===== src/rtl/alu_fun_decoder.sv =====
// alu_fun_decoder: decodes opcode/funct into ALUFun/Sign/illegal behind a 2-entry FIFO
module alu_fun_decoder (
  input  logic       clk,
  input  logic       reset,
  input  logic       in_valid,
  output logic       in_ready,
  input  logic [5:0] opcode,
  input  logic [5:0] funct,
  output logic       out_valid,
  input  logic       out_ready,
  output logic [5:0] ALUFun,
  output logic       Sign,
  output logic       illegal
);
  logic [7:0] mem [2];
  logic [7:0] dec;
  logic [1:0] count;
  logic       wp, rp, push, pop;
  // entries are packed as {illegal, Sign, ALUFun}
  always_comb begin
    dec = {2'b10, 6'b000000};
    case (opcode)
      6'h00:
        case (funct)
          6'h20: dec = {2'b01, 6'b000000};
          6'h21: dec = {2'b00, 6'b000000};
          6'h22: dec = {2'b01, 6'b000001};
          6'h23: dec = {2'b00, 6'b000001};
          6'h24: dec = {2'b00, 6'b011000};
          6'h25: dec = {2'b00, 6'b011110};
          6'h26: dec = {2'b00, 6'b010110};
          6'h27: dec = {2'b00, 6'b010001};
          6'h00: dec = {2'b00, 6'b100000};
          6'h02: dec = {2'b00, 6'b100001};
          6'h03: dec = {2'b00, 6'b100011};
          6'h2A: dec = {2'b01, 6'b110101};
          6'h2B: dec = {2'b00, 6'b110101};
          6'h08: dec = {2'b00, 6'b000000};
          default: dec = {2'b10, 6'b000000};
        endcase
      6'h08: dec = {2'b01, 6'b000000};
      6'h09: dec = {2'b00, 6'b000000};
      6'h0C: dec = {2'b00, 6'b011000};
      6'h0F: dec = {2'b00, 6'b011010};
      6'h0A: dec = {2'b01, 6'b110101};
      6'h0B: dec = {2'b00, 6'b110101};
      6'h23: dec = {2'b01, 6'b000000};
      6'h2B: dec = {2'b01, 6'b000000};
      6'h04: dec = {2'b01, 6'b110011};
      6'h05: dec = {2'b01, 6'b110001};
      6'h06: dec = {2'b01, 6'b111101};
      6'h07: dec = {2'b01, 6'b111111};
      6'h01: dec = {2'b01, 6'b111011};
      6'h02: dec = {2'b00, 6'b000000};
      6'h03: dec = {2'b00, 6'b000000};
      default: dec = {2'b10, 6'b000000};
    endcase
  end
  assign in_ready  = (count != 2'd2) || out_ready;
  assign out_valid = count != 2'd0;
  assign push      = in_valid && in_ready;
  assign pop       = out_valid && out_ready;
  assign {illegal, Sign, ALUFun} = out_valid ? mem[rp] : 8'h00;
  always_ff @(posedge clk) begin
    if (!reset) begin
      count <= 2'd0;
      wp    <= 1'b0;
      rp    <= 1'b0;
    end else begin
      if (push) begin
        mem[wp] <= dec;
        wp      <= ~wp;
      end
      if (pop) rp <= ~rp;
      count <= count + {1'b0, push} - {1'b0, pop};
    end
  end
endmodule


===== config.mk =====
export PLATFORM = sky130hd
export DESIGN_NAME = alu_fun_decoder
export DESIGN_NICKNAME = d
export VERILOG_FILES = /design/src/rtl/alu_fun_decoder.sv
export SDC_FILE = /design/constraint.sdc
export NUM_CORES = 1
export LEC_CHECK = 0
export BUFFER_PORTS_ARGS = -buffer_cell sky130_fd_sc_hd__buf_4
export CAP_MARGIN = 20
export CORE_MARGIN = 5
export CORE_UTILIZATION = 58
export CTS_CLUSTER_DIAMETER = 50
export CTS_CLUSTER_SIZE = 40
export DETAILED_ROUTE_END_ITERATION = 7
export PLACE_DENSITY = 0.83
export SYNTH_ARGS = -nofsm -noshare
export SYNTH_HDL_FRONTEND = slang
export SYNTH_SLANG_ARGS = --single-unit
export TNS_END_PERCENT = 10

===== constraint.sdc =====
create_clock -name clk -period 2.75 [get_ports clk]
set_clock_uncertainty 0.05 [all_clocks]
set_input_delay 0.275 -clock clk [delete_from_list [all_inputs] [get_ports clk]]
set_output_delay 0.275 -clock clk [all_outputs]
set_load 0.05 [all_outputs]

# [Word level (Yosys, flattened, before mapping)]
# Memory sizes are Yosys's and may differ from the RTL's. A register that Yosys moved wholly into a read port is not among the register bits.
# Index checks and enable logic that the tools add are counted.
# W data, S select, Z words.
[word_totals] rom_bits=512 reg_bits=4 in_bits=16 ramBits=16 wordCells=39 n_memories=2
[op_classes] n_reduce_logical=7 addsub=2 n_eq_ne=16 n_bitwise=2 mux=7
[memory_table] name="(no name shown)" words=64 word_bits=8 read_ports=1 rd_clocked_by_memory_dff=0 wr=0 line_no="24" text="case (funct)"
[memory_table] name="mem" words=2 word_bits=8 read_ports=1 rd_clocked_by_memory_dff=1 wr=1 line_no="15" text="logic [7:0] mem [2];"
[ops] op="$pmux W8 S12" count=1
[ops] op="$eq A6 B4 Y1 const B" count=6
[ops] op="$eq A6 B3 Y1 const B" count=4
[ops] op="$eq A6 B2 Y1 const B" count=2
[ops] op="$eq A6 B6 Y1 const B" count=2
[ops] op="$mux W8" count=1
[ops] op="$eq A6 B1 Y1 const B" count=1
[ops] op="$logic_not A6 Y1" count=1
[ops] op="$reduce_or A3 Y1" count=2
[ops] op="$mux W1" count=5
[ops] op="$add A2 B1 Y2" count=1
[ops] op="$logic_and A1 B1 Y1" count=2
[ops] op="$ne A2 B2 Y1 const B" count=1
[ops] op="$not A1 Y1" count=2
[ops] op="$reduce_bool A2 Y1" count=1
[ops] op="$sub A2 B1 Y2" count=1
[ops] op="$logic_or A1 B1 Y1" count=1

# [Depth between registers and ports, before layout]
# Gate-level depths: netlist of the first run.
[depth] depth_word=6 depth_mapped=8

# [Least setup slack after synthesis of the first run]
# No wires, ideal clock.
[synth_timing] path_type="register to register" from="register count[1]" to="memory mem[0][0] (enable)" arrival_ps=1687 synth_period_minus_slack_ps=2123 path_stages_with_launch=4 path_buffers=0 setup_slack_ps=627 required_ps=2315 setup_ps=385 cell_sequence="dfxtp_1 or3b_1 nand2_1 nor3b_1"
[synth_between] elab_chain_cells=6
[synth_rtl] element="from (decl)" line_no="17" text="logic [1:0] count;"
[synth_rtl] element="from (signal assigned)" line_no="75" text="count <= count + {1'b0, push} - {1'b0, pop};"
[synth_rtl] element="$ne A2 B2 Y1" line_no="59" text="assign in_ready = (count != 2'd2) || out_ready;"
[synth_rtl] element="$logic_or A1 B1 Y1" line_no="59"
[synth_rtl] element="via in_ready" line_no="6" text="output logic in_ready,"
[synth_rtl] element="$logic_and A1 B1 Y1" line_no="61" text="assign push = in_valid && in_ready;"
[synth_rtl] element="$mux W1" line_no="70" text="if (push) begin"
[synth_rtl] element="$mux W1" line_no="65" text="if (!reset) begin"
[synth_rtl] element="$mux W1 (not written as such)" line_no="71" text="mem[wp] <= dec;"
[synth_rtl] element="to (decl)" line_no="15"
# The timed path passes the listed nets, and every way through them passes these cells.

# [Worst setup path after layout of the first run]
[layout_timing] from="register count[1]" to="register count[1]"
[layout_between] elab_chain_cells=5
[layout_rtl] element="$ne A2 B2 Y1" line_no="59"
[layout_rtl] element="$logic_or A1 B1 Y1" line_no="59"
[layout_rtl] element="$logic_and A1 B1 Y1" line_no="61"
[layout_rtl] element="$add A2 B1 Y2" line_no="75"
[layout_rtl] element="$sub A2 B1 Y2 (*)" line_no="75"
# Mark *: on every way between the ends. The rest lies on a longest branch, timed or not.
# A chain may end at the register's enable or synchronous reset.

==> results of run 1 <==
flip-flops by register name, summed over array words and instances, names as in the netlist, named ones only:
signal / cells
mem: 16
count: 2
rp: 1
wp: 1
worst max-delay path, delay by kind of cell (launching register included):
kind | cells | cell delay (ps)
fa+ha+maj | 2 | 390
buf+inv | 1 | 60
simple gates | 3 | 710
flops | 1 | 380
xor+xnor | 2 | 220
worst paths after layout:
kind	to	from	slack, ps	cells after the start
worst max-delay path	count[1]	count[1]	850	8
worst max register to register	count[1]	count[1]	850	8
worst min-delay path	wp	reset	170	2
worst min register to register	flop	rp	550	2
synth_stat cells, types with 2 or more instances:
cell type	number	share of area
nor3b_1	2	0.011
nor3_1	5	0.019
mux2i_1	8	0.061
nand2b_1	2	0.0096
clkbuf_1	4	0.011
a21oi_1	9	0.034
a31oi_1	3	0.014
inv_1	6	0.017
edfxtp_1	16	0.37
xor2_1	2	0.013
ha_1	6	0.057
nor2_1	14	0.040
nand2_1	5	0.014
xnor2_1	5	0.033
o21ai_0	7	0.027
and2_1	5	0.024
nor2b_1	2	0.0096
dfxtp_1	5	0.076
where the power goes:
| group | leakage (nW) | switching, mW | total [mW] | internal [mW] |
|---|---|---|---|---|
| clock | 0.0150 | 0.0817 | 0.138 | 0.0563 |
| combinational | 0.392 | 0.400 | 0.622 | 0.222 |
| sequential | 0.191 | 0.0377 | 0.423 | 0.385 |
through the flow:
stage / std cells / util / total power [mW] / instance area (µm²)
3_3_place_gp: 179 / 0.686 / 1.04 / 1500
6_report: 184 / 0.701 / 1.18 / 1540
5_1_grt: 184 / 0.701 / 1.25 / 1540
4_1_cts: 183 / 0.698 / 1.19 / 1530
3_5_place_dp: 179 / 0.686 / 1.06 / 1500
2_1_floorplan: 132 / - / 0.870 / 1310
cells by family (layout without fill, tap and decap cells):
kind of cell	count (synthesis)	count (layout)
simple gates	48	48
compound gates	29	29
flops	21	21
xor+xnor	7	7
buf+inv	13	37
mux	8	8
fa+ha+maj	6	6
metal layers:
| layer | vias to the layer above | global-route usage |
|---|---|---|
| met1 | 479 | 0.196 |
| met5 | - | 0 |
| met4 | 0 | 0.0695 |
| met2 | 32 | 0.244 |
| met3 | 2 | 0.00679 |
| li1 | 528 | - |
final cells by class:
| class | count | area (µm²) | area share |
|---|---|---|---|
| Sequential cell | 21 | 581 | 0.378 |
| Inverter | 6 | 22.5 | 0.0147 |
| Tap cell | 28 | 35.0 | 0.0228 |
| Multi-Input combinational cell | 98 | 671 | 0.437 |
| Clock buffer | 4 | 26.3 | 0.0171 |
| Timing Repair Buffer | 27 | 200 | 0.130 |
==> out/results.tsv, run 1 <==
stage	metric	value	unit
cts	cts_max_path_buffers	2	
drt	first_pass_iters	4	
sta	fmax	527	MHz
yosys	synthArstFlopShare	0	
global_routing	grt.overflow.total	0	
drt	drtIter0Drc	37	
setup_path	worstSetupPathType	flop to flop	
power	power_density	770	nW/µm²
drt	top_layer	met4	
die	die_h	57.5	µm
global_routing	grt_pass1_wl	3880	µm
setup_path	startpoint_type	flop	
global_routing	antenna_found_initial	0	
drt	wl_met3	132	µm
layout	area_growth_syn_to_layout	17.3	%
die	coreArea	2190	µm²
die	io_pins	26	
die	rows	17	
yosys	synth_nets	154	
layout	drive_above_1_share	0.212	
place	place_congestion	0.876	
yosys	ys.flop_type	edfxtp_1	
cts	cts_sinks	21	
layout	layout_commonest_cell	buf_4	
global_routing	grt.total_usage	0.147	
layout	nFillCells	170	
status	outcome	complete, no violations	
drt	vias	1041	
yosys	synth_seq_cells	21	
cts	postCtsSetupBuffers	0	
cts	hold_buffers	0	
global_routing	grt_max_degree	15	
global_routing	grt_pass1_vias	932	
run	cap_viol_max_count	0	
sta	drv_slew	0	
setup_path	required	2900	ps
sta	final_hold_viol_count	0	
yosys	synthMuxAreaShare	0.0612	
setup_path	cp_cell_sequence	or3b_1 -> nand2_1 -> ha_1 -> inv_1 -> ha_1 -> xnor2_1 -> xnor2_1 -> and2_1	
cts	clockRootBuffer	clkbuf_4	
cts	clk_pin_slew	110	ps
setup_path	critPathMaxFanout	3	
yosys	synth_top_family_by_area	simple AND/OR/NAND/NOR gates	
layout	insertedDiodeCount	0	
power	p_leak	0.598	nW
sta	worst_slew_pin_slew	434	ps
yosys	yosys.area_share.simple	0.205	
yosys	synth_compound_gate_area_share	0.142	
cts	cts_tree	yes	
power	vdd_ir_drop_max	0.000556	V
sta	rsz0062_at_grt	no	
drt	drc	0	
drt	final_antenna_net_count	0	
sta	setup_tns	0	ps
sta	fin_crit	1900	ps
yosys	yosys.cell_types.count	44	
worst_hold_path	min_path_type	input port to flop	
yosys	ys_warn_count	0	
drt	vias_per_cell	5.66	
drt	drt-met1-wl	1060	µm
die	start_util	0.597	
yosys	synthesis.area	1310	µm²
place	place_hpwl	1880	µm
setup_path	crit_slowest_cell	or3b_1	
sta	fin_ws	852	ps
place	io_buffer_count	25	
sta	hold-worst-slack	174	ps
yosys	yosys.area_share.adder	0.0574	
yosys	synth_xor_xnor_area_share	0.0468	
layout	nets	179	
drt	wl_met2	1160	µm
yosys	post_synth.cell_area_avg	9.91	µm²
die	dieArea	3310	µm²
place	place_ws	707	ps
sta	setup_violations	0	
cts	worstSkewPairLatency	290	ps
yosys	synthCells	132	
sta	max-slew-margin-rel	0.710	
die	fp.dieW	57.5	µm
yosys	ys_seq_area_frac	0.444	
drt	wirelength	2390	µm
cts	cts-buffers-inserted	3	
layout	layout_common_cells	26 x buf_4, 16 x edfxtp_1, 14 x nor2_1	
sta	period_share	0.690	
cts	htree_levels	1	
drt	wire_per_inst	13.0	µm
cts	cts_resized	0	
yosys	synth_edf_count	16	
setup_path	worstSetupEndpointType	flop	
setup_path	cp.arrival	2050	ps
setup_path	cpPeakStageDelay	410	ps
Power figures use the tool's default switching activity.
==> run 2, diff against run 1 <==
--- a/config.mk
+++ b/config.mk
@@ -8,11 +8,11 @@
 export BUFFER_PORTS_ARGS = -buffer_cell sky130_fd_sc_hd__buf_4
 export CAP_MARGIN = 20
 export CORE_MARGIN = 5
-export CORE_UTILIZATION = 58
+export CORE_UTILIZATION = 49
 export CTS_CLUSTER_DIAMETER = 50
 export CTS_CLUSTER_SIZE = 40
 export DETAILED_ROUTE_END_ITERATION = 7
-export PLACE_DENSITY = 0.83
+export PLACE_DENSITY = 0.75
 export SYNTH_ARGS = -nofsm -noshare
 export SYNTH_HDL_FRONTEND = slang
 export SYNTH_SLANG_ARGS = --single-unit
==> constraint.sdc (replaced) <==
create_clock -name clk -period 1.7 [get_ports clk]
set_clock_uncertainty 0.05 [all_clocks]
set_input_delay 0.17 -clock clk [delete_from_list [all_inputs] [get_ports clk]]
set_output_delay 0.17 -clock clk [all_outputs]
set_load 0.05 [all_outputs]
==> out/results.tsv, run 2 (synthesized netlist as in run 1, its figures left out) <==
stage	metric	value	unit	change
global_routing	grt.overflow.total	0		unchanged
setup_path	path_common_cell	ha_4		
sta	final_hold_viol_count	0		unchanged
die	rows	18		+1
setup_path	cpPeakStageDelay	400	ps	about the same
die	start_util	0.519		-0.0785
cts	clockRootBuffer	clkbuf_4		
place	dp_cells	186		+3.9%
sta	max-slew-margin-rel	0.765		+0.0552
layout	drive_above_1_share	0.313		+0.101
global_routing	grt_max_degree	15		unchanged
drt	first_pass_iters	4		unchanged
sta	worst_slew_pin_slew	349	ps	-85.2 ps
cts	htree_levels	1		unchanged
setup_path	crit_slowest_cell	or3b_4		
global_routing	antenna_found_initial	0		unchanged
setup_path	worstSetupEndpointType	flop		
drt	wirelength	2650	µm	+11%
power	vdd_ir_drop_max	0.00137	V	+150%
status	outcome	complete, no violations		
power	power_density	1260	nW/µm²	+63%
sta	drv_slew	0		unchanged
sta	period_share	0.998		+0.308
sta	fin_crit	1700	ps	-202 ps
cts	worstSkewPairLatency	290	ps	about the same
setup_path	required	1830	ps	-1070 ps
layout	layout_common_cells	34 x buf_4, 16 x edfxtp_1, 13 x nor2_1		
layout	largestRegisters	mem x16, count x2		
setup_path	path_buf_inv	1		unchanged
drt	vias_per_cell	5.42		-4.1%
setup_path	reg2reg_slack	3	ps	-850 ps
setup_path	critPathMaxFanout	3		unchanged
layout	area_growth_syn_to_layout	26.2	%	
setup_path	cp_cell_sequence	or3b_4 -> nand2_4 -> ha_4 -> inv_4 -> ha_4 -> xnor2_2 -> xnor2_1 -> and2_1		
cts	cts_tree	yes		
layout	insertedDiodeCount	0		unchanged
layout	fin_cells	193		+4.9%
die	io_pins	26		unchanged
drt	drc	0		unchanged
sta	hold-worst-slack	69.4	ps	-105 ps
global_routing	grt_pass1_wl	4080	µm	+5.2%
setup_path	cp_top_family	simple AND/OR/NAND/NOR gates		
setup_path	cp.arrival	1830	ps	-220 ps
setup_path	worstSetupPathType	flop to flop		
layout	nets	186		+3.9%
cts	cts_sinks	21		unchanged
sta	fmax	589	MHz	+12%
drt	final_antenna_net_count	0		unchanged
drt	wire_per_inst	13.7	µm	+5.7%
cts	cts_max_path_buffers	2		unchanged
setup_path	startpoint_type	flop		
drt	drtIter0Drc	24		-35%
layout	largest_register_ffs	16		unchanged
global_routing	grt_pass1_vias	919		-1.4%
cts	cts-buffers-inserted	3		unchanged
layout	top_register	mem		
layout	layout_commonest_cell	buf_4		
worst_hold_path	min_path_type	input port to flop		
sta	setup_violations	0		unchanged
die	coreArea	2520	µm²	+15%
sta	rsz0062_at_grt	yes		
power	p_leak	0.640	nW	+7.0%
cts	hold_buffers	0		unchanged
die	die_h	61.7	µm	+7.3%
place	dpl_cell_area	1600	µm²	+6.2%
die	dieArea	3800	µm²	+15%
run	cap_viol_max_count	0		unchanged
cts	clk_pin_slew	110	ps	about the same
die	fp.dieW	61.7	µm	+7.3%
place	io_buffer_count	25		unchanged
place	place_hpwl	2080	µm	+11%
drt	vias	1047		+0.58%
place	place_congestion	0.883		+0.81%
global_routing	grt.total_usage	0.150		+0.00295
layout	postLayoutCellArea	1650	µm²	+7.6%
-- run 2: cell count changes in the layout (fill, tap and decap cells not counted), moves of 2 or more --
cell | before | now
dfxtp_2 | 0 | 2
ha_4 | 0 | 2
buf_4 | 26 | 34
dfxtp_1 | 5 | 2
ha_1 | 6 | 4
-- run 2: what timing repair did --
| item | CTS | global route |
|---|---|---|
| endpoints found under the setup margin | 1 | 7 |
| resized for setup | 0 | 3 |
| setup buffers | 2 | 1 |
-- run 2: worst paths after layout --
path / startpoint / to / depth (start not counted)
setup / recovery: count[1] / count[1] / 8
hold / removal: reset / rp / 2
setup reg to reg: count[1] / count[1] / 8
hold reg to reg: rp / flop / 2
-- run 2: stage by stage --
stage | util | setup slack (ps) | total power, mW | TNS, ps
5_1_grt | 0.655 | -50.7 | 2.21 | -50.7
3_5_place_dp | 0.633 | -17.4 | 1.82 | -17.4
6_report | 0.655 | 3.47 | 2.08 | 0
2_1_floorplan | - | -82.9 | 1.49 | -82.9
3_3_place_gp | 0.633 | 43.8 | 1.79 | 0
4_1_cts | 0.649 | -8.52 | 2.07 | -8.52
-- run 2: cell type report --
cell class | instances | area (µm²)
fillers | 212 | 871
multi-input cells | 98 | 721
flip-flops and latches | 21 | 587
repair buffers | 34 | 255
well taps | 30 | 37.5
clock buffers | 4 | 26.3
inverters | 6 | 25.0
-- run 2: worst register-to-register path: cells and delay by family (launching register included) --
kind                     cells  cell delay (ps)
AND/OR/NAND/NOR              3              620
flip-flops                   1              370
adder cells (fa/ha/maj)      2              330
XOR/XNOR                     2              190
buffers and inverters        1               50
-- run 2: routing by layer --
| metal | GRT usage | share of wire | vias to the layer above |
|---|---|---|---|
| met3 | 0.0210 | 0.049 | 2 |
| met5 | 0 | 0 | - |
| met4 | 0.0727 | 0.013 | 0 |
| met1 | 0.186 | 0.45 | 474 |
| met2 | 0.254 | 0.49 | 27 |
| li1 | - | - | 544 |
-- run 2: power by group --
part           internal [mW]  switching [mW]  total [mW]
registers              0.635          0.0683       0.703
clock network         0.0910           0.133       0.224
logic                  0.456           0.694        1.15
total                   1.18           0.895        2.08
